**src/rtl/xgmii_rx_fifo_writer_if.sv**
```systemverilog
`default_nettype none
// ----------------------------------------------------------------------------
// xgmii_rx_fifo_writer_if : XGMII RX word in, FIFO write port out.
// Rev 1.0
// ----------------------------------------------------------------------------
interface xgmii_rx_fifo_writer_if;
  logic [71:0] xgmii_rxd;
  logic [71:0] din;
  logic        full;
  logic        wr_en;
  logic        wr_clk;

  modport master (input xgmii_rxd, input full, output din, output wr_en, output wr_clk);
  modport slave  (output xgmii_rxd, output full, input din, input wr_en, input wr_clk);
endinterface
`default_nettype wire

```
**src/rtl/xgmii_rx_fifo_writer.sv**
```systemverilog
`default_nettype none
// ----------------------------------------------------------------------------
// xgmii_rx_fifo_writer : packs XGMII RX words into a 72-bit FIFO with lane-4
// realignment, inter-frame idle gap and drop on full. Optional XGMII_STATS_EN.
// Rev 1.0
// ----------------------------------------------------------------------------
module xgmii_rx_fifo_writer #(
  parameter logic [3:0] GAP         = 4'h2,
  parameter bit         ALIGN_LANE4 = 1'b1,
  parameter int         CNT_W       = 32
) (
  input  wire logic              xgmii_rx_clk,
  input  wire logic              sys_rst_n,
  xgmii_rx_fifo_writer_if.master bus
`ifdef XGMII_STATS_EN
  ,
  output logic [CNT_W-1:0]       frame_cnt,
  output logic [CNT_W-1:0]       drop_cnt
`endif
);

  localparam logic [71:0] IDLE_WORD = 72'hff_0707070707070707;
  localparam logic [71:0] ERR_WORD  = 72'hff_07070707070707fe;

  typedef enum logic [1:0] {
    WAIT_IDLE = 2'd0,
    IDLE      = 2'd1,
    FRAME     = 2'd2,
    DROP      = 2'd3
  } state_t;

  state_t      state, state_nxt;
  logic [3:0]  hold_ctrl, hold_ctrl_nxt;
  logic [31:0] hold_data, hold_data_nxt;
  logic        shift, shift_nxt;
  logic [3:0]  gap_cnt, gap_nxt;
  logic        err_pend, err_nxt;
  logic [71:0] din_q, din_nxt;
  logic        wr_en_q, wr_en_nxt;
  logic        do_idle;
`ifdef XGMII_STATS_EN
  logic        frame_inc, drop_inc;
`endif

  logic [7:0]  rx_ctrl;
  logic [63:0] rx_data;
  logic        is_idle, is_sof_l4;
  logic [71:0] merged, flush;

  assign rx_ctrl   = bus.xgmii_rxd[71:64];
  assign rx_data   = bus.xgmii_rxd[63:0];
  assign is_idle   = (rx_ctrl == 8'hff) && (rx_data[7:0] == 8'h07);
  assign is_sof_l4 = ALIGN_LANE4 && rx_ctrl[4] && (rx_data[39:32] == 8'hfb);
  // Held upper half of the previous word becomes lanes 0..3 of the output.
  assign merged    = {rx_ctrl[3:0], hold_ctrl, rx_data[31:0], hold_data};
  assign flush     = {4'hf, hold_ctrl, 32'h07070707, hold_data};

  always_comb begin
    state_nxt     = state;
    hold_ctrl_nxt = hold_ctrl;
    hold_data_nxt = hold_data;
    shift_nxt     = shift;
    gap_nxt       = gap_cnt;
    err_nxt       = err_pend;
    din_nxt       = din_q;
    wr_en_nxt     = 1'b0;
    do_idle       = 1'b0;
`ifdef XGMII_STATS_EN
    frame_inc     = 1'b0;
    drop_inc      = 1'b0;
`endif
    case (state)
      WAIT_IDLE: begin
        if (is_idle) state_nxt = IDLE;
      end
      IDLE: begin
        if (is_idle) begin
          do_idle = 1'b1;
        end else begin
          gap_nxt = GAP;
          if (bus.full) begin
            state_nxt = DROP;
            shift_nxt = 1'b0;
`ifdef XGMII_STATS_EN
            drop_inc  = 1'b1;
`endif
          end else if (is_sof_l4) begin
            if (shift) begin
              wr_en_nxt = 1'b1;
              din_nxt   = merged;
            end
            hold_ctrl_nxt = rx_ctrl[7:4];
            hold_data_nxt = rx_data[63:32];
            shift_nxt     = 1'b1;
            state_nxt     = FRAME;
          end else begin
            wr_en_nxt = 1'b1;
            din_nxt   = bus.xgmii_rxd;
            shift_nxt = 1'b0;
            state_nxt = FRAME;
          end
        end
      end
      FRAME: begin
        if (is_idle) begin
          state_nxt = IDLE;
          do_idle   = 1'b1;
`ifdef XGMII_STATS_EN
          frame_inc = 1'b1;
`endif
        end else begin
          gap_nxt = GAP;
          if (bus.full) begin
            state_nxt = DROP;
            err_nxt   = 1'b1;
            shift_nxt = 1'b0;
`ifdef XGMII_STATS_EN
            drop_inc  = 1'b1;
`endif
          end else if (shift) begin
            wr_en_nxt     = 1'b1;
            din_nxt       = merged;
            hold_ctrl_nxt = rx_ctrl[7:4];
            hold_data_nxt = rx_data[63:32];
          end else begin
            wr_en_nxt = 1'b1;
            din_nxt   = bus.xgmii_rxd;
          end
        end
      end
      DROP: begin
        if (is_idle) begin
          state_nxt = IDLE;
          if (err_pend && !bus.full) begin
            wr_en_nxt = 1'b1;
            din_nxt   = ERR_WORD;
            err_nxt   = 1'b0;
          end
        end
      end
      default: state_nxt = WAIT_IDLE;
    endcase

    // A pending error marker takes precedence over gap idles and the flush.
    if (do_idle) begin
      if (err_pend) begin
        if (!bus.full) begin
          wr_en_nxt = 1'b1;
          din_nxt   = ERR_WORD;
          err_nxt   = 1'b0;
        end
      end else if ((gap_cnt != 4'd0) && !bus.full) begin
        wr_en_nxt = 1'b1;
        if (shift) begin
          din_nxt   = flush;
          shift_nxt = 1'b0;
        end else begin
          din_nxt = IDLE_WORD;
          gap_nxt = gap_cnt - 4'd1;
        end
      end
    end
  end

  always_ff @(posedge xgmii_rx_clk or negedge sys_rst_n) begin
    if (!sys_rst_n) begin
      state     <= WAIT_IDLE;
      hold_ctrl <= '0;
      hold_data <= '0;
      shift     <= 1'b0;
      gap_cnt   <= '0;
      err_pend  <= 1'b0;
      din_q     <= '0;
      wr_en_q   <= 1'b0;
    end else begin
      state     <= state_nxt;
      hold_ctrl <= hold_ctrl_nxt;
      hold_data <= hold_data_nxt;
      shift     <= shift_nxt;
      gap_cnt   <= gap_nxt;
      err_pend  <= err_nxt;
      din_q     <= din_nxt;
      wr_en_q   <= wr_en_nxt;
    end
  end

`ifdef XGMII_STATS_EN
  always_ff @(posedge xgmii_rx_clk or negedge sys_rst_n) begin
    if (!sys_rst_n) begin
      frame_cnt <= '0;
      drop_cnt  <= '0;
    end else begin
      if (frame_inc) frame_cnt <= frame_cnt + CNT_W'(1);
      if (drop_inc)  drop_cnt  <= drop_cnt + CNT_W'(1);
    end
  end
`endif

  assign bus.din    = din_q;
  assign bus.wr_en  = wr_en_q;
  assign bus.wr_clk = xgmii_rx_clk;

endmodule
`default_nettype wire

```
**src/flat_wrapper.sv**
```systemverilog
// flat-port wrapper written by rule: the top's interface ports become plain ports
module xgmii_rx_fifo_writer_flat 
#(
  parameter logic [3:0] GAP         = 4'h2,
  parameter bit         ALIGN_LANE4 = 1'b1,
  parameter int         CNT_W       = 32
)
  (xgmii_rx_clk, sys_rst_n, bus_xgmii_rxd, bus_full, bus_din, bus_wr_en, bus_wr_clk);
  xgmii_rx_fifo_writer_if bus_i ();
  input  wire logic xgmii_rx_clk;
  input  wire logic sys_rst_n;
  input wire logic [$bits(bus_i.xgmii_rxd)-1:0] bus_xgmii_rxd;
  input wire logic [$bits(bus_i.full)-1:0] bus_full;
  output wire logic [$bits(bus_i.din)-1:0] bus_din;
  output wire logic [$bits(bus_i.wr_en)-1:0] bus_wr_en;
  output wire logic [$bits(bus_i.wr_clk)-1:0] bus_wr_clk;
  assign bus_i.xgmii_rxd = bus_xgmii_rxd;
  assign bus_i.full = bus_full;
  assign bus_din = bus_i.din;
  assign bus_wr_en = bus_i.wr_en;
  assign bus_wr_clk = bus_i.wr_clk;
  xgmii_rx_fifo_writer #(.GAP(GAP), .ALIGN_LANE4(ALIGN_LANE4), .CNT_W(CNT_W)) u_core (.xgmii_rx_clk(xgmii_rx_clk), .sys_rst_n(sys_rst_n), .bus(bus_i));
endmodule
```
**config.mk**
```make
export PLATFORM = sky130hd
export DESIGN_NAME = xgmii_rx_fifo_writer_flat
export DESIGN_NICKNAME = d
export VERILOG_FILES = /design/src/rtl/xgmii_rx_fifo_writer_if.sv /design/src/rtl/xgmii_rx_fifo_writer.sv /design/src/flat_wrapper.sv
export SDC_FILE = /design/constraint.sdc
export NUM_CORES = 1
export LEC_CHECK = 0
export CORE_AREA = 2 2 122 124
export DETAILED_ROUTE_END_ITERATION = 6
export DIE_AREA = 0 0 124 126
export GPL_TIMING_DRIVEN = 0
export PLACE_DENSITY_LB_ADDON = 0.15
export RECOVER_POWER = 100
export SYNTH_ARGS = -nofsm -noshare
export SYNTH_HDL_FRONTEND = slang
export SYNTH_SLANG_ARGS = --single-unit
```
**constraint.sdc**
```tcl
create_clock -name xgmii_rx_clk -period 2.75 [get_ports xgmii_rx_clk]
set_input_delay 0.4125 -clock xgmii_rx_clk [delete_from_list [all_inputs] [get_ports xgmii_rx_clk]]
set_output_delay 0.4125 -clock xgmii_rx_clk [all_outputs]
set_load 0.02 [all_outputs]
```
==> impl_results.md <==
- GR Overflow Total: 0
- Internal power: 4.94 mW
- Final RePlAce weighted congestion: 0.995
- Post-synth cell types: 65
- RSZ-0062 raised after global routing: yes
- Cell Area, Placed: 0.00897 mm2
- Sequential fraction of the synthesis area: 40.4%
- Top cell type's share of synthesized area: 40.4%
- Syn Area/Cell: 9.33 um2
- PortBufs: 147
- First-pass GRT wire length: 41700 um
- Synth area leader: dfrtp_1
- Final #Nets: 1029
- Startpoint Class: input port
- Synthesized flop and latch total: 117
- Die H: 126 um
- Setup violators final: 0
- Share of layout cells above drive strength 1: 13.8%
- Min cycle time layout: 2.73 ns
- Slew at the pin closest to its max-slew limit: 1.86 ns
- Number of fill cells: 1189
- Post-DRT Antenna Nets: 0
- Synth-to-layout area growth: 34.3%
- Vias/cell: 6.55
- Max Slew Vio Count: 39
- Worst IR Drop VDD: 0.633 mV
- Post-DP HPWL: 19000 um
- Synth cell count leaders: dfrtp_1, nor2_1, a21oi_1
- Die area: 0.0156 mm2
- Syn_nets: 857
- CP Max Fanout: 10
- Design Area, Final: 0.00973 mm2
- Total Routing Usage GR: 35.7%
- Dominant synthesized flop cell: dfrtp_1
- Switching share of total power: 33.5%
- Die Wd: 124 um
- Drt pass-1 iters: 7
- Final period util: 99.1%
- Finished Layout Cells: 1145
- Hold crit path type: input port to register
- Asr flop ratio synth: 100%
- Critical path data arrival time: 3.20 ns
- Final worst slack: 0.0240 ns
- Count leader, synth: dfrtp_1
- Num rows: 44
- Clk slew on worst S/H paths: 0.06 ns
- Setup WS pre-CTS: -0.652 ns
- Critical path class: input port to register
- Antenna Cells: 0
- Number of global-route vias before repair: 7294
- EDFF count, synth: 0
- Seq pwr share: 35.3%
- Insertion delay to the later sink of the worst-skew pair: 0.54 ns
- Final Hold Vio Count: 0
- Placed Cells: 1108
- Syn Std Cell Area: 0.00724 mm2
- Layout Skew: 0.00927 ns
- I/O pin cnt: 149
- Core area: 0.0143 mm2
- Failing checks: design-rule violations, max-capacitance violations, max-slew violations
- DR WL/cell: 23.7 um
- Leak: 4.22 nW
- Max cap viols: 1
- Cell Pwr Density: 763 mW/mm2
- Final WL: 27200 um
- Synth Instances: 776
- # DRC: 2
- F_max: 0.367 GHz
- Routed vias: 7495
- YS warnings: 0
- Setup crit end kind: register
- Synth area leaders: dfrtp_1, mux2_4, a22oi_1
- Largest net degree at the start of global routing: 80
- Initial core utilization: 50.6%
- Max_slew headroom: -24.3%
- DR iter-0 viols: 968
- Switching pwr: 2.49 mW
- WP data required: 3.23 ns
- Outcome: complete, but fails checks
- Clock tree from TritonCTS: done
- Initial antenna violation count: 0
- Clock Power Share: 35.1%
- Logic pwr share: 29.6%
-- metrics by stage --
step	power (mW)	setup TNS [ns]	utilization [%]	hold slack, ns
after floorplan	3.82	0	-	0.117
after global routing	7.71	-0.707	68.0	0.485
after detailed placement	4.98	-46.22	62.7	0.348
final	7.42	0	68.0	0.458
after global placement	4.95	-455.36	62.5	0.464
after CTS	7.54	0	67.8	0.361
-- power groups by stage --
stage | sequential [mW] | clock, mW | combinational, mW
after CTS | 2.62 | 2.61 | 2.30
after global routing | 2.67 | 2.70 | 2.34
final | 2.62 | 2.61 | 2.19
after global placement | 2.64 | 0.0690 | 2.25
after floorplan | 2.93 | 0.0425 | 0.846
after detailed placement | 2.64 | 0.0690 | 2.28
-- logic make-up (layout without fill, tap and decap cells) --
family	Yosys count	in the layout	share of synthesized area [%]
compound gates	281	281	26.8
xor+xnor	1	1	0.121
fa+ha+maj	6	6	1.04
buf+inv	89	274	5.43
flops	117	117	40.4
mux	69	69	11.8
simple gates	213	213	14.4
-- path summary, 6_finish.rpt --
kind | from | slack [ns] | endpoint | cells after the start
worst max-delay path | bus_xgmii_rxd[66] | 0.02 | u_core.bus.din[5]$_DFF_PN0_ | 9
worst min-delay path | bus_full | 0.46 | u_core.state[1]$_DFFE_PN0P_ | 3
worst max register to register | u_core.gap_cnt[0]$_DFF_PN0_ | 0.06 | u_core.bus.din[66]$_DFF_PN0_ | 10
worst min register to register | u_core.bus.din[58]$_DFF_PN0_ | 0.49 | u_core.bus.din[58]$_DFF_PN0_ | 1
max in group asynchronous | sys_rst_n | 0.52 | u_core.hold_ctrl[3]$_DFFE_PN0P_ | 3
min in group asynchronous | sys_rst_n | 1.05 | u_core.gap_cnt[1]$_DFF_PN0_ | 2
-- cell type report --
type / count / area (um2) / share of cell area, %
timing repair buffer: 149 / 1510 / 15.5
buffer: 67 / 333 / 3.42
tap: 184 / 230 / 2.37
sequential: 117 / 2930 / 30.1
clock inverter: 14 / 165 / 1.70
multi-input combinational: 570 / 3950 / 40.6
inverter: 22 / 87.6 / 0.900
clock buffer: 22 / 524 / 5.39
-- flip-flops by register name, indices dropped and copies added (netlist names) --
signal and cells:
u_core.hold_ctrl 4, u_core.shift 1, u_core.bus.din 72, u_core.err_pend 1
u_core.state 2, u_core.hold_data 32, u_core.bus.wr_en 1, u_core.gap_cnt 4
-- critical path, cell delays in order --
cell,delay [ns]
clkdlybuf4s50_1,0.63
and4_1,0.24
buf_1,0.25
a41oi_2,0.41
nor2_1,0.26
nor2_1,0.08
o21ai_2,0.38
buf_2,0.35
a31o_1,0.19
-- timing repair --
action                                  in CTS  in global routing
gates resized for setup                     14                 24
endpoints found under the hold margin       38                  0
pin swaps                                    0                  1
setup buffers                                0                  1
hold buffers                                 1                  0
endpoints found under the setup margin      89                 86
-- layout by cell type, fill, tap and decap left out, types with 20 or more instances in the layout --
cell type and n:
clkbuf_1 33, nor2_1 84, dfrtp_1 117, clkdlybuf4s50_1 73, mux2i_1 30, a21oi_1 58
nand2_1 37, clkbuf_16 20, o21ai_0 42, inv_1 21, mux2_4 30, a22oi_1 50
dlygate4sd3_1 74, nand3_1 20
-- per-layer routing --
layer / GRT usage, % / up-vias / wire, um
li1: - / 3228 / -
met1: 48.2 / 3622 / 10600
met2: 51.8 / 560 / 12100
met3: 10.9 / 85 / 3420
met4: 17.6 / 0 / 1040
met5: 0 / - / 0
No activity file was read; power rests on OpenSTA's default activity.
